===== config.mk =====
export PLATFORM = sky130hd
export DESIGN_NAME = blink_generator
export DESIGN_NICKNAME = d
export VERILOG_FILES = /design/src/rtl/blink_pkg.sv /design/src/rtl/blink_channel.sv /design/src/rtl/blink_generator.sv
export SDC_FILE = /design/constraint.sdc
export NUM_CORES = 1
export LEC_CHECK = 0
export ABC_CLOCK_PERIOD_IN_PS = 1750
export BUFFER_PORTS_ARGS = -buffer_cell sky130_fd_sc_hd__buf_2
export CAP_MARGIN = 20
export CORE_AREA = 2 2 43 45
export CTS_CLUSTER_DIAMETER = 40
export DETAILED_ROUTE_END_ITERATION = 16
export DIE_AREA = 0 0 45 47
export PLACE_DENSITY_LB_ADDON = 0.12
export SLEW_MARGIN = 20
export SYNTH_ARGS = -nofsm -noshare
export SYNTH_HDL_FRONTEND = slang
export SYNTH_HIERARCHICAL = 1
export SYNTH_SLANG_ARGS = --single-unit

===== constraint.sdc =====
create_clock -name clk -period 1.75 [get_ports clk]
set_input_delay 0.2625 -clock clk [delete_from_list [all_inputs] [get_ports clk]]
set_output_delay 0.2625 -clock clk [all_outputs]
set_load 0.01 [all_outputs]

===== src/rtl/blink_pkg.sv =====
// Shared types and constants for the multi-channel blink generator.
package blink_pkg;

    localparam int MODE_W = 2;

    typedef enum logic [MODE_W-1:0] {
        MODE_OFF    = 2'b00,
        MODE_STEADY = 2'b01,
        MODE_SLOW   = 2'b10,
        MODE_FAST   = 2'b11
    } mode_t;

endpackage


===== src/rtl/blink_channel.sv =====
// One blink channel: frame counter with wrap, restart, mode decode and registered visible flag.
module blink_channel
    import blink_pkg::*;
#(
    parameter int CNT_W         = 6,
    parameter int PERIOD_FRAMES = 64,
    parameter int ON_FRAMES     = 32
) (
    input  logic  clk,
    input  logic  clr_n,
    input  logic  tick,
    input  logic  restart,
    input  mode_t mode,
    output logic  blink_on
);

    localparam logic [CNT_W-1:0] LAST_CNT = CNT_W'(PERIOD_FRAMES - 1);
    localparam logic [CNT_W-1:0] SLOW_ON  = CNT_W'(ON_FRAMES);
    localparam logic [CNT_W-1:0] HALF_PER = CNT_W'(PERIOD_FRAMES / 2);
    localparam logic [CNT_W-1:0] FAST_ON  = CNT_W'((ON_FRAMES / 2 == 0) ? 1 : ON_FRAMES / 2);

    logic [CNT_W-1:0] cnt_reg;
    logic [CNT_W-1:0] cnt_next;
    logic             blink_on_reg;
    logic             on_next;

    // Restart outranks a coincident tick so a moved cursor shows at once.
    always_comb begin
        cnt_next = cnt_reg;
        if (restart) begin
            cnt_next = '0;
        end else if (tick) begin
            cnt_next = (cnt_reg == LAST_CNT) ? '0 : cnt_reg + 1'b1;
        end
    end

    always_comb begin
        on_next = 1'b0;
        case (mode)
            MODE_OFF:    on_next = 1'b0;
            MODE_STEADY: on_next = 1'b1;
            MODE_SLOW:   on_next = (cnt_next < SLOW_ON);
            MODE_FAST:   on_next = ((cnt_next % HALF_PER) < FAST_ON);
            default:     on_next = 1'b0;
        endcase
    end

    always_ff @(posedge clk or negedge clr_n) begin
        if (!clr_n) begin
            cnt_reg      <= '0;
            blink_on_reg <= 1'b0;
        end else begin
            cnt_reg      <= cnt_next;
            blink_on_reg <= on_next;
        end
    end

    assign blink_on = blink_on_reg;

endmodule


===== src/rtl/blink_generator.sv =====
// Multi-channel blink generator on the pixel clock; frame tick is the vblank rising edge.
module blink_generator
    import blink_pkg::*;
#(
    parameter int NUM_CH        = 2,
    parameter int CNT_W         = 6,
    parameter int PERIOD_FRAMES = 64,
    parameter int ON_FRAMES     = 32
) (
    input  logic                     clk,
    input  logic                     clr_n,
    input  logic                     vblank,
    input  logic [NUM_CH-1:0]        restart,
    input  logic [MODE_W*NUM_CH-1:0] mode,
    output logic [NUM_CH-1:0]        blink_on,
    output logic                     frame_tick
);

    if ((NUM_CH < 1) || (NUM_CH > 8)) begin : g_bad_num_ch
        $error("blink_generator: NUM_CH must be 1..8");
    end
    if ((PERIOD_FRAMES % 2 != 0) || (PERIOD_FRAMES < 2) || (PERIOD_FRAMES > (1 << CNT_W))) begin : g_bad_period
        $error("blink_generator: PERIOD_FRAMES must be even and in 2..2**CNT_W");
    end
    if ((ON_FRAMES < 1) || (ON_FRAMES >= PERIOD_FRAMES)) begin : g_bad_on
        $error("blink_generator: ON_FRAMES must be 1..PERIOD_FRAMES-1");
    end

    logic vb_d_reg;
    logic frame_tick_reg;
    logic tick;

    assign tick = vblank & ~vb_d_reg;

    // Edge register resets high so vblank already high at release is not an edge.
    always_ff @(posedge clk or negedge clr_n) begin
        if (!clr_n) begin
            vb_d_reg       <= 1'b1;
            frame_tick_reg <= 1'b0;
        end else begin
            vb_d_reg       <= vblank;
            frame_tick_reg <= tick;
        end
    end

    assign frame_tick = frame_tick_reg;

    for (genvar gi = 0; gi < NUM_CH; gi++) begin : g_ch
        blink_channel #(
            .CNT_W         (CNT_W),
            .PERIOD_FRAMES (PERIOD_FRAMES),
            .ON_FRAMES     (ON_FRAMES)
        ) u_channel (
            .clk      (clk),
            .clr_n    (clr_n),
            .tick     (tick),
            .restart  (restart[gi]),
            .mode     (mode_t'(mode[MODE_W*gi +: MODE_W])),
            .blink_on (blink_on[gi])
        );
    end

endmodule


# Word-level counts from Yosys, hierarchy flattened
# Cells that the tools add are included.
# totals
in_bits	9
wordCells	32
out_inout_bits	3
register_bits	16
# op_classes
n_addsub	2
muxes	8
n_lt_le_gt_ge	4
n_eq_ne	8
bitwise	2
n_reduce_logical	2
# ops
op	n
$mux W6	6
$add A6 B1 Y6 const B	2
$eq A6 B6 Y1 const B	2
$lt A6 B6 Y1 const B	2
$lt A5 B5 Y1 const B	2
$eq A2 B2 Y1 const B	4
$pmux W1 S4	2
$eq A2 B1 Y1 const B	2
$logic_not A2 Y1	2
$and A1 B1 Y1	1
$not A1 Y1	1

# Depth between registers and ports, before layout
# Gate-level depths: netlist of run 1.
# depth
ltp_word	6
mapped_depth	5
ltp_nobuf	5

# Modules after synthesis
# The synthesis of run 1 kept the hierarchy.
# by_module_without_submodules
mod	seq_area_each_um2	cells_each	instances	area_each_um2
blink_channel	175.2	35	2	371.6
blink_generator	51.3	3	1	65.1

# Least setup slack after synthesis of run 1
# Ideal clock, no wire load.
# synth_path
path_kind	register to register
from	register vb_d_reg
to	register g_ch[0].u_channel.blink_on_reg
setup_ns	0.119
t_arrival_ns	1.290
path_slack_ns	0.341
t_required_ns	1.631
path_buffers	0
period_less_slack_ns	1.409
stages_incl_launch_ff	6
path_cell_list	dfstp_2 nor2b_4 nand3_2 or3_1 a31oi_2 o2bb2ai_2
# synth_via
elab_chain_len	6
elab_cells_between_ends	7
classes_between	order compare: 2; mux: 3; bitwise: 2
# synth_lines
element	line	text
start, declared	blink_generator.sv:29	logic vb_d_reg;
start signal, assigned	blink_generator.sv:41	vb_d_reg <= vblank;
$not A1 Y1	blink_generator.sv:33	assign tick = vblank & ~vb_d_reg;
$and A1 B1 Y1	blink_generator.sv:33	
net tick	blink_generator.sv:31	logic tick;
$mux W6	blink_channel.sv:32	end else if (tick) begin
$mux W6	blink_channel.sv:30	if (restart) begin
net g_ch[0].u_channel.cnt_next[5]	blink_channel.sv:23	logic [CNT_W-1:0] cnt_next;
$lt A6 B6 Y1	blink_channel.sv:42	MODE_SLOW: on_next = (cnt_next < SLOW_ON);
$pmux W1 S4	blink_channel.sv:39	case (mode)
net g_ch[0].u_channel.on_next	blink_channel.sv:25	logic on_next;
end signal, assigned	blink_channel.sv:54	blink_on_reg <= on_next;
end, declared	blink_channel.sv:24	logic blink_on_reg;
# The timed path passes the listed nets, and every way through them passes these cells.

# Final worst setup path of run 1
# layout_path
from	register vb_d_reg
to	register g_ch[1].u_channel.blink_on_reg
# layout_via
elab_chain_len	6
elab_cells_between_ends	7
classes_between	order compare: 2; mux: 3; bitwise: 2
# layout_lines
element	line
$not A1 Y1 (*)	blink_generator.sv:33
$and A1 B1 Y1 (*)	blink_generator.sv:33
net tick	blink_generator.sv:31
$mux W6 (*)	blink_channel.sv:32
$mux W6 (*)	blink_channel.sv:30
net g_ch[1].u_channel.cnt_next[4]	blink_channel.sv:23
$lt A6 B6 Y1 / $lt A5 B5 Y1 (equally long branches)	blink_channel.sv:42, blink_channel.sv:43
$pmux W1 S4 (*)	blink_channel.sv:39
net g_ch[1].u_channel.on_next	blink_channel.sv:25
end signal, assigned	blink_channel.sv:54
end, declared	blink_channel.sv:24
# Mark *: on every way through the listed nets, which the timed path passes. The rest lies on a longest branch.

==> results of run 1 <==
per-stage QoR:
stage          total power [mW]  std cells  setup WS, ns  hold slack (ns)  cell area, um2
4_1_cts                   0.717        107         0.297           0.0813             938
3_5_place_dp              0.473        102         0.323            0.192             892
3_3_place_gp              0.472        102         0.322            0.193             892
2_1_floorplan             0.439         73         0.341          -0.0331             808
5_1_grt                   0.745        107         0.248           0.0709             938
6_report                  0.701        107         0.306           0.0906             938
cells by family after synthesis:
logic type      after synthesis  share of synthesized area (%)
buf+inv                       2                          0.929
simple gates                 35                           24.3
xor+xnor                      4                           4.34
compound gates                8                           9.60
fa+ha+maj                     2                           3.10
mux                           6                           8.05
flops                        16                           49.7
where the power goes:
part	internal, mW	switching [mW]	total, mW
combinational	0.0330	0.0384	0.0714
clock	0.126	0.108	0.235
sequential	0.385	0.0106	0.395
total	0.544	0.157	0.701
path summary, 6_finish.rpt:
| kind | endpoint | slack, ns | cells after the start |
|---|---|---|---|
| max | g_ch[1].u_channel/blink_on | 0.31 | 6 |
| min | vb_d_reg | 0.09 | 1 |
| max reg2reg | g_ch[1].u_channel/blink_on | 0.31 | 6 |
| min reg2reg | g_ch[1].u_channel/cnt_reg[1] | 0.59 | 2 |
| max in group asynchronous | vb_d_reg | 1.04 | 2 |
| min in group asynchronous | g_ch[1].u_channel/cnt_reg[1] | 0.41 | 2 |
repair_timing:
item	4_1_cts	5_1_grt
hold buffers	1	0
buffers inserted	0	0
endpoints found under the hold margin	15	0
cell usage in the layout (no fill, tap or decap), drive strengths merged:
master	n
a31oi	2
buf	12
clkbuf	4
dfrtp	15
dfstp	1
dlygate4sd3	1
ha	2
inv	2
mux2	4
mux2i	2
nand2	8
nand2b	2
nand3	8
nand4	2
nor2	8
nor2b	5
o21ai	2
o22ai	2
o2bb2ai	2
or3	2
xnor2	2
xor2	2
area by class of cell:
class / count / area (um2) / area share [%]
flip-flops and latches: 16 / 402 / 42.8
well taps: 17 / 21.3 / 2.27
inverters: 2 / 7.51 / 0.800
repair buffers: 13 / 72.6 / 7.73
clock buffers: 4 / 36.3 / 3.87
multi-input cells: 55 / 399 / 42.5
layer usage:
metal	up-vias	global-route usage [%]
met3	2	3.46
met2	17	23.1
li1	289	-
met5	-	0
met4	0	7.06
met1	290	19.1
worst register-to-register path: cells and delay by family (launching register included):
kind | cells | cell delay [ns]
buffers and inverters | 1 | 0.17
AND/OR/NAND/NOR | 3 | 0.22
flip-flops | 1 | 0.55
multiplexers | 1 | 0.35
AO/OA/AOI/OAI | 1 | 0.09
==> implementation parameters, run 1 <==
Parameter                              Value

Outcome
  Run status ... finished clean

Floorplan
  Die span in y ... 47 um
  Core region area ... 1650 um2
  Effective utilization at floorplan ... 48.9%
  Die area ... 2120 um2
  Io pins ... 12
  Row Count ... 15
  Die span in x ... 45 um

Worst setup path
  WP buf/inv ... 1
  CP Cell Sequence ... nor2b_4 > buf_4 > nand4_1 > mux2_2 > nand2_1 > o2bb2ai_2
  Critical path capture point type ... flop
  Crit-path leading delay family ... flip-flops
  Type of the setup path with the least slack ... flop to flop
  Data required time at the worst endpoint ... 1.96 ns
  Reg-to-Reg Start ... vb_d_reg
  Largest driver fanout on the critical path ... 8
  Worst setup startpoint ... vb_d_reg
  Data arrival time of the critical path ... 1.66 ns
  Startpoint type of the worst setup path ... flop
  Critical Path Slowest Stage Cell ... sky130_fd_sc_hd__dfstp_2
  Largest incremental delay on the critical path ... 0.55 ns

Final layout
  Fill count ... 154
  Final-stage net count ... 102
  Post-layout util ... 56.8%
  Diodes inserted ... 0
  Synth-to-layout area growth ... 16.1%
  Number of flip-flops under the largest register name ... 12
  Share of final-layout standard cells stronger than drive strength 1 ... 33.3%

Place
  Global placement routability congestion ... 0.775
  DPL Wire Length ... 941 um
  Count of buffers from port buffering ... 11

Detailed routing
  Drt first-iter violations ... 20
  Average wire length per cell after detail routing ... 11.9 um
  Antenna-violating nets left ... 0
  Via/cell ratio ... 5.59
  Detail Route met3 WL ... 67 um
  Iteration count of the initial detailed-routing pass ... 4
  Sum of routed wire segments on met1 ... 601 um
  Total wire length ... 1280 um
  Top Layer Used ... met4
  Total number of vias ... 598
  Number of remaining DRC errors ... 0
  Met2 routed WL ... 596 um

Synthesis
  Post-synth top area share ... 46.4%
  Mapped Cells ... 73
  Commonest register cell after synthesis ... sky130_fd_sc_hd__dfrtp_1
  Cell type with the highest aggregate area in the netlist ... sky130_fd_sc_hd__dfrtp_1
  Cell variety after synth ... 21
  Register bit count reported by yosys ... 16
  Post-synthesis average cell area ... 11.1 um2
  Async set-reset flop share out of synthesis ... 100%
  Net Count, Synth ... 84
  Synth area leaders ... sky130_fd_sc_hd__dfrtp_1, sky130_fd_sc_hd__mux2_2, sky130_fd_sc_hd__nand3_2, sky130_fd_sc_hd__nand2_1, sky130_fd_sc_hd__nor2_1
  Sequential area share after synthesis ... 49.7%
  Top-count cell post-synth ... sky130_fd_sc_hd__dfrtp_1
  EDFF count, synth ... 0
  Count of warnings emitted by yosys ... 6
  Most used standard cells in the synthesized netlist ... sky130_fd_sc_hd__dfrtp_1, sky130_fd_sc_hd__nand2_1, sky130_fd_sc_hd__nor2_1
  Synth Cell Area ... 808 um2

Timing
  Final setup violating endpoints ... 0
  Slew at the pin with the worst max-slew slack ... 0.349 ns
  Maximum frequency from static timing analysis ... 692 MHz
  Number of hold-slack violations in the final timing report ... 0
  Total Neg Setup Slack ... 0 ns
  Tightest slew margin relative to the limit ... 76.7%
  Clock skew ... 0.00104 ns
  Time the worst path needs with I/O delays and setup ... 1.44 ns
  RSZ-0062 raised after global routing ... no
  Final-report max-slew violation count ... 0
  Share of the clock period used by the worst path ... 82.5%

Hold path
  Worst min-delay path category ... input pin to flop
  Worst Hold Launch ... vblank

Power and ir drop
  VDD IR-drop max ... 421 uV
  Static leakage ... 0.401 nW
  PwrDens ... 747 nW/um2

Global route
  Aggregate global-route resource usage ... 14.7%
  Antenna violations before repair ... 0
  Global-route wire length before repair ... 2240 um
  Global route overflow ... 0
  Maximum number of pins on one net before global-route repair ... 17
  Vias in the first global route ... 558

Clock tree
  Number of clock buffers inserted by TritonCTS ... 3
  Clock tree from TritonCTS ... done
  Num Clock Sinks ... 16
  Cell chosen for the clock root ... sky130_fd_sc_hd__clkbuf_4
  Clock Pin Slew Worst Setup and Hold Paths ... 0.09 ns
  Maximum clock path buffer count ... 2
  Number of instances resized during post-cts repair ... 0
  Number of H-tree levels ... 1
  Clock Latency Late Sink ... 0.28 ns

Run
  Number of max-capacitance violations reported ... 0
No activity file was read; power rests on OpenSTA's default activity.
==> run 2, diff against run 1 <==
- ABC_AREA: not set -> 1
- ABC_CLOCK_PERIOD_IN_PS: 1750 -> 1460
- clock period: 1.75 -> 1.46 ns (I/O delays scaled with it)
==> run 2 against run 1 <==
Non-clock buffer count down 1; critical path depth is 2 higher; die area unchanged; sequential share of layout area fell by 2.2 points; largest power group unchanged.
==> implementation parameters, run 2 <==
Parameter                              Value

Outcome
  Run status ... finished clean (unchanged)

Global route
  Vias in the first global route ... 676 (was 558)
  Global-route wire length before repair ... 2750 um (was 2240 um)
  Antenna violations before repair ... 0 (unchanged)
  Global route overflow ... 0 (unchanged)
  Aggregate global-route resource usage ... 18.1% (was 14.7%)
  Maximum number of pins on one net before global-route repair ... 17 (unchanged)

Synthesis
  Mapped Cells ... 108 (was 73)
  Register bit count reported by yosys ... 16 (unchanged)
  Top-count cell post-synth ... sky130_fd_sc_hd__nand2_1 (was sky130_fd_sc_hd__dfrtp_1)
  Sequential area share after synthesis ... 46.6% (was 49.7%)
  Commonest register cell after synthesis ... sky130_fd_sc_hd__dfrtp_1 (unchanged)
  Post-synthesis average cell area ... 7.98 um2 (was 11.1 um2)
  Cell variety after synth ... 18 (was 21)
  Post-synth top area share ... 43.5% (was 46.4%)
  Synth Cell Area ... 862 um2 (was 808 um2)
  Net Count, Synth ... 119 (was 84)
  EDFF count, synth ... 0 (unchanged)
  Cell type with the highest aggregate area in the netlist ... sky130_fd_sc_hd__dfrtp_1 (unchanged)
  Synth area leaders ... sky130_fd_sc_hd__dfrtp_1, sky130_fd_sc_hd__nand2_1, sky130_fd_sc_hd__inv_1, sky130_fd_sc_hd__nand3_1, sky130_fd_sc_hd__nand3_2 (was sky130_fd_sc_hd__dfrtp_1, sky130_fd_sc_hd__mux2_2, sky130_fd_sc_hd__nand3_2, sky130_fd_sc_hd__nand2_1, sky130_fd_sc_hd__nor2_1)
  Most used standard cells in the synthesized netlist ... sky130_fd_sc_hd__nand2_1, sky130_fd_sc_hd__dfrtp_1, sky130_fd_sc_hd__inv_1 (was sky130_fd_sc_hd__dfrtp_1, sky130_fd_sc_hd__nand2_1, sky130_fd_sc_hd__nor2_1)
  Count of warnings emitted by yosys ... 6 (unchanged)
  Async set-reset flop share out of synthesis ... 100% (unchanged)

Place
  Cell Count Post-Placement ... 136 (was 102)
  DPL Wire Length ... 1230 um (was 941 um)
  Worst setup slack before clock tree synthesis ... -0.0166 ns (was 0.323 ns)
  Global placement routability congestion ... 0.843 (was 0.775)
  Count of buffers from port buffering ... 11 (unchanged)
  Placed cell areas ... 938 um2 (was 892 um2)

Timing
  Final-report max-slew violation count ... 0 (unchanged)
  Share of the clock period used by the worst path ... 88.2% (was 82.5%)
  Final hold slack ... 0.0362 ns (was 0.0906 ns)
  Slew at the pin with the worst max-slew slack ... 0.359 ns (was 0.349 ns)
  RSZ-0062 raised after global routing ... no (unchanged)
  Clock skew ... 0.00560 ns (was 0.00104 ns)
  Final setup violating endpoints ... 0 (unchanged)
  Total Neg Setup Slack ... 0 ns (unchanged)
  Number of hold-slack violations in the final timing report ... 0 (unchanged)
  Maximum frequency from static timing analysis ... 776 MHz (was 692 MHz)
  Crit path setup slack, layout ... 0.172 ns (was 0.306 ns)
  Time the worst path needs with I/O delays and setup ... 1.29 ns (was 1.44 ns)
  Tightest slew margin relative to the limit ... 76.0% (was 76.7%)

Clock tree
  Number of clock buffers inserted by TritonCTS ... 3 (unchanged)
  Maximum clock path buffer count ... 2 (unchanged)
  Clock Latency Late Sink ... 0.28 ns (about the same)
  Cell chosen for the clock root ... sky130_fd_sc_hd__clkbuf_4 (unchanged)
  Number of H-tree levels ... 1 (unchanged)
  Clock tree from TritonCTS ... done (unchanged)
  Post-CTS repair timing setup buffer count ... 0 (unchanged)
  Num Clock Sinks ... 16 (unchanged)
  Clock Pin Slew Worst Setup and Hold Paths ... 0.10 ns (was 0.09 ns)

Detailed routing
  Number of remaining DRC errors ... 0 (unchanged)
  Antenna-violating nets left ... 0 (unchanged)
  Total number of vias ... 719 (was 598)
  Total wire length ... 1550 um (was 1280 um)
  Average wire length per cell after detail routing ... 11.0 um (was 11.9 um)
  Via/cell ratio ... 5.10 (was 5.59)
  Drt first-iter violations ... 9 (was 20)
  Iteration count of the initial detailed-routing pass ... 4 (unchanged)

Power and ir drop
  Total power ... 825 uW (was 701 uW)
  Static leakage ... 0.465 nW (was 0.401 nW)
  VDD IR-drop max ... 545 uV (was 421 uV)
  PwrDens ... 833 nW/um2 (was 747 nW/um2)

Final layout
  Finished Cell Area ... 990 um2 (was 938 um2)
  Final-stage net count ... 136 (was 102)
  Diodes inserted ... 0 (unchanged)
  Synth-to-layout area growth ... 14.8% (was 16.1%)
  Number of flip-flops under the largest register name ... 12 (unchanged)
  Commonest cells after routing, fill and taps aside ... sky130_fd_sc_hd__nand2_1, sky130_fd_sc_hd__inv_1, sky130_fd_sc_hd__dfrtp_1 (was sky130_fd_sc_hd__dfrtp_1, sky130_fd_sc_hd__buf_2, sky130_fd_sc_hd__nor2_1, sky130_fd_sc_hd__nand2_1)
  Leading cell type in the layout, fill and taps excluded ... sky130_fd_sc_hd__nand2_1 (was sky130_fd_sc_hd__dfrtp_1)
  Finished Layout Cells ... 141 (was 107)
  Share of final-layout standard cells stronger than drive strength 1 ... 25.0% (was 33.3%)
  Post-layout util ... 59.9% (was 56.8%)

Worst setup path
  Critical path capture point type ... flop (unchanged)
  Worst setup startpoint ... vb_d_reg (unchanged)
  Startpoint type of the worst setup path ... flop (unchanged)
  Data required time at the worst endpoint ... 1.64 ns (was 1.96 ns)
  Setup slack of the worst register-to-register path ... 0.17 ns (was 0.31 ns)
  Largest driver fanout on the critical path ... 15 (was 8)
  Type of the setup path with the least slack ... flop to flop (unchanged)
  Reg-to-Reg Start ... vb_d_reg (unchanged)
  Data arrival time of the critical path ... 1.47 ns (was 1.66 ns)

Floorplan
  Effective utilization at floorplan ... 52.2% (was 48.9%)
  Die span in x ... 45 um (unchanged)
  Io pins ... 12 (unchanged)
  Die area ... 2120 um2 (unchanged)
  Row Count ... 15 (unchanged)
  Core region area ... 1650 um2 (unchanged)
  Die span in y ... 47 um (unchanged)

Hold path
  Worst min-delay path category ... input pin to flop (unchanged)
  Worst Hold Launch ... vblank (unchanged)

Run
  Number of max-capacitance violations reported ... 0 (unchanged)
[run 2: changes by cell type after synthesis, sizes merged, moves of 4 or more]
cell / before / now
inv: 2 / 17
clkinv: 0 / 4
o21ai: 2 / 6
nor2: 8 / 15
nand3: 8 / 14
mux2: 4 / 0
nand2: 8 / 24
nor2b: 5 / 0
[run 2: path summary, 6_finish.rpt]
kind / to / cells after the start
setup / recovery: g_ch[1].u_channel/blink_on / 8
hold / removal: vb_d_reg / 1
setup reg to reg: g_ch[1].u_channel/blink_on / 8
hold reg to reg: g_ch[0].u_channel/cnt_reg[0] / 1
max in group asynchronous: vb_d_reg / 2
min in group asynchronous: g_ch[1].u_channel/cnt_reg[0] / 2
[run 2: repair_timing]
| item | 4_1_cts | 5_1_grt |
|---|---|---|
| hold buffers | 1 | 0 |
| endpoints found under the setup margin | 2 | 0 |
| gates resized for setup | 1 | 0 |
| endpoints found under the hold margin | 15 | 0 |
[run 2: cell families (layout without fill, tap and decap cells)]
family          after synthesis  after routing  synth area share [%]
flops                        16             16                  46.6
xor+xnor                      2              2                  2.03
buf+inv                      21             37                  9.43
fa+ha+maj                     2              2                  2.90
compound gates               12             12                  8.71
simple gates                 55             55                  30.3
[run 2: report_power, final]
part | internal, mW | leakage [nW] | switching [mW]
Sequential | 0.456 | 0.211 | 0.00763
Clock | 0.152 | 0.0210 | 0.137
Combinational | 0.0266 | 0.232 | 0.0457
[run 2: critical path, stage by stage (launching register included)]
cell,delay (ns)
sky130_fd_sc_hd__dfstp_2,0.39
sky130_fd_sc_hd__nor2_4,0.29
sky130_fd_sc_hd__nand2_1,0.11
sky130_fd_sc_hd__clkinv_1,0.07
sky130_fd_sc_hd__nand3_1,0.07
sky130_fd_sc_hd__nand2_1,0.09
sky130_fd_sc_hd__nand3_2,0.07
sky130_fd_sc_hd__nand2_1,0.06
sky130_fd_sc_hd__nand2_1,0.04
[run 2: metal layers]
layer	vias up	global-route usage, %	routed length (um)
li1	375	-	-
met3	2	2.31	39
met1	334	22.7	695
met2	8	30.0	803
met4	0	10.6	13
met5	-	0	0
[run 2: final cells by class]
class                      instances  area, um2
clock buffer                       4       36.3
fill                             160        662
inverter                          21       81.3
multi-input combinational         71        384
sequential                        16        402
tap                               17       21.3
timing repair buffer              12       65.1
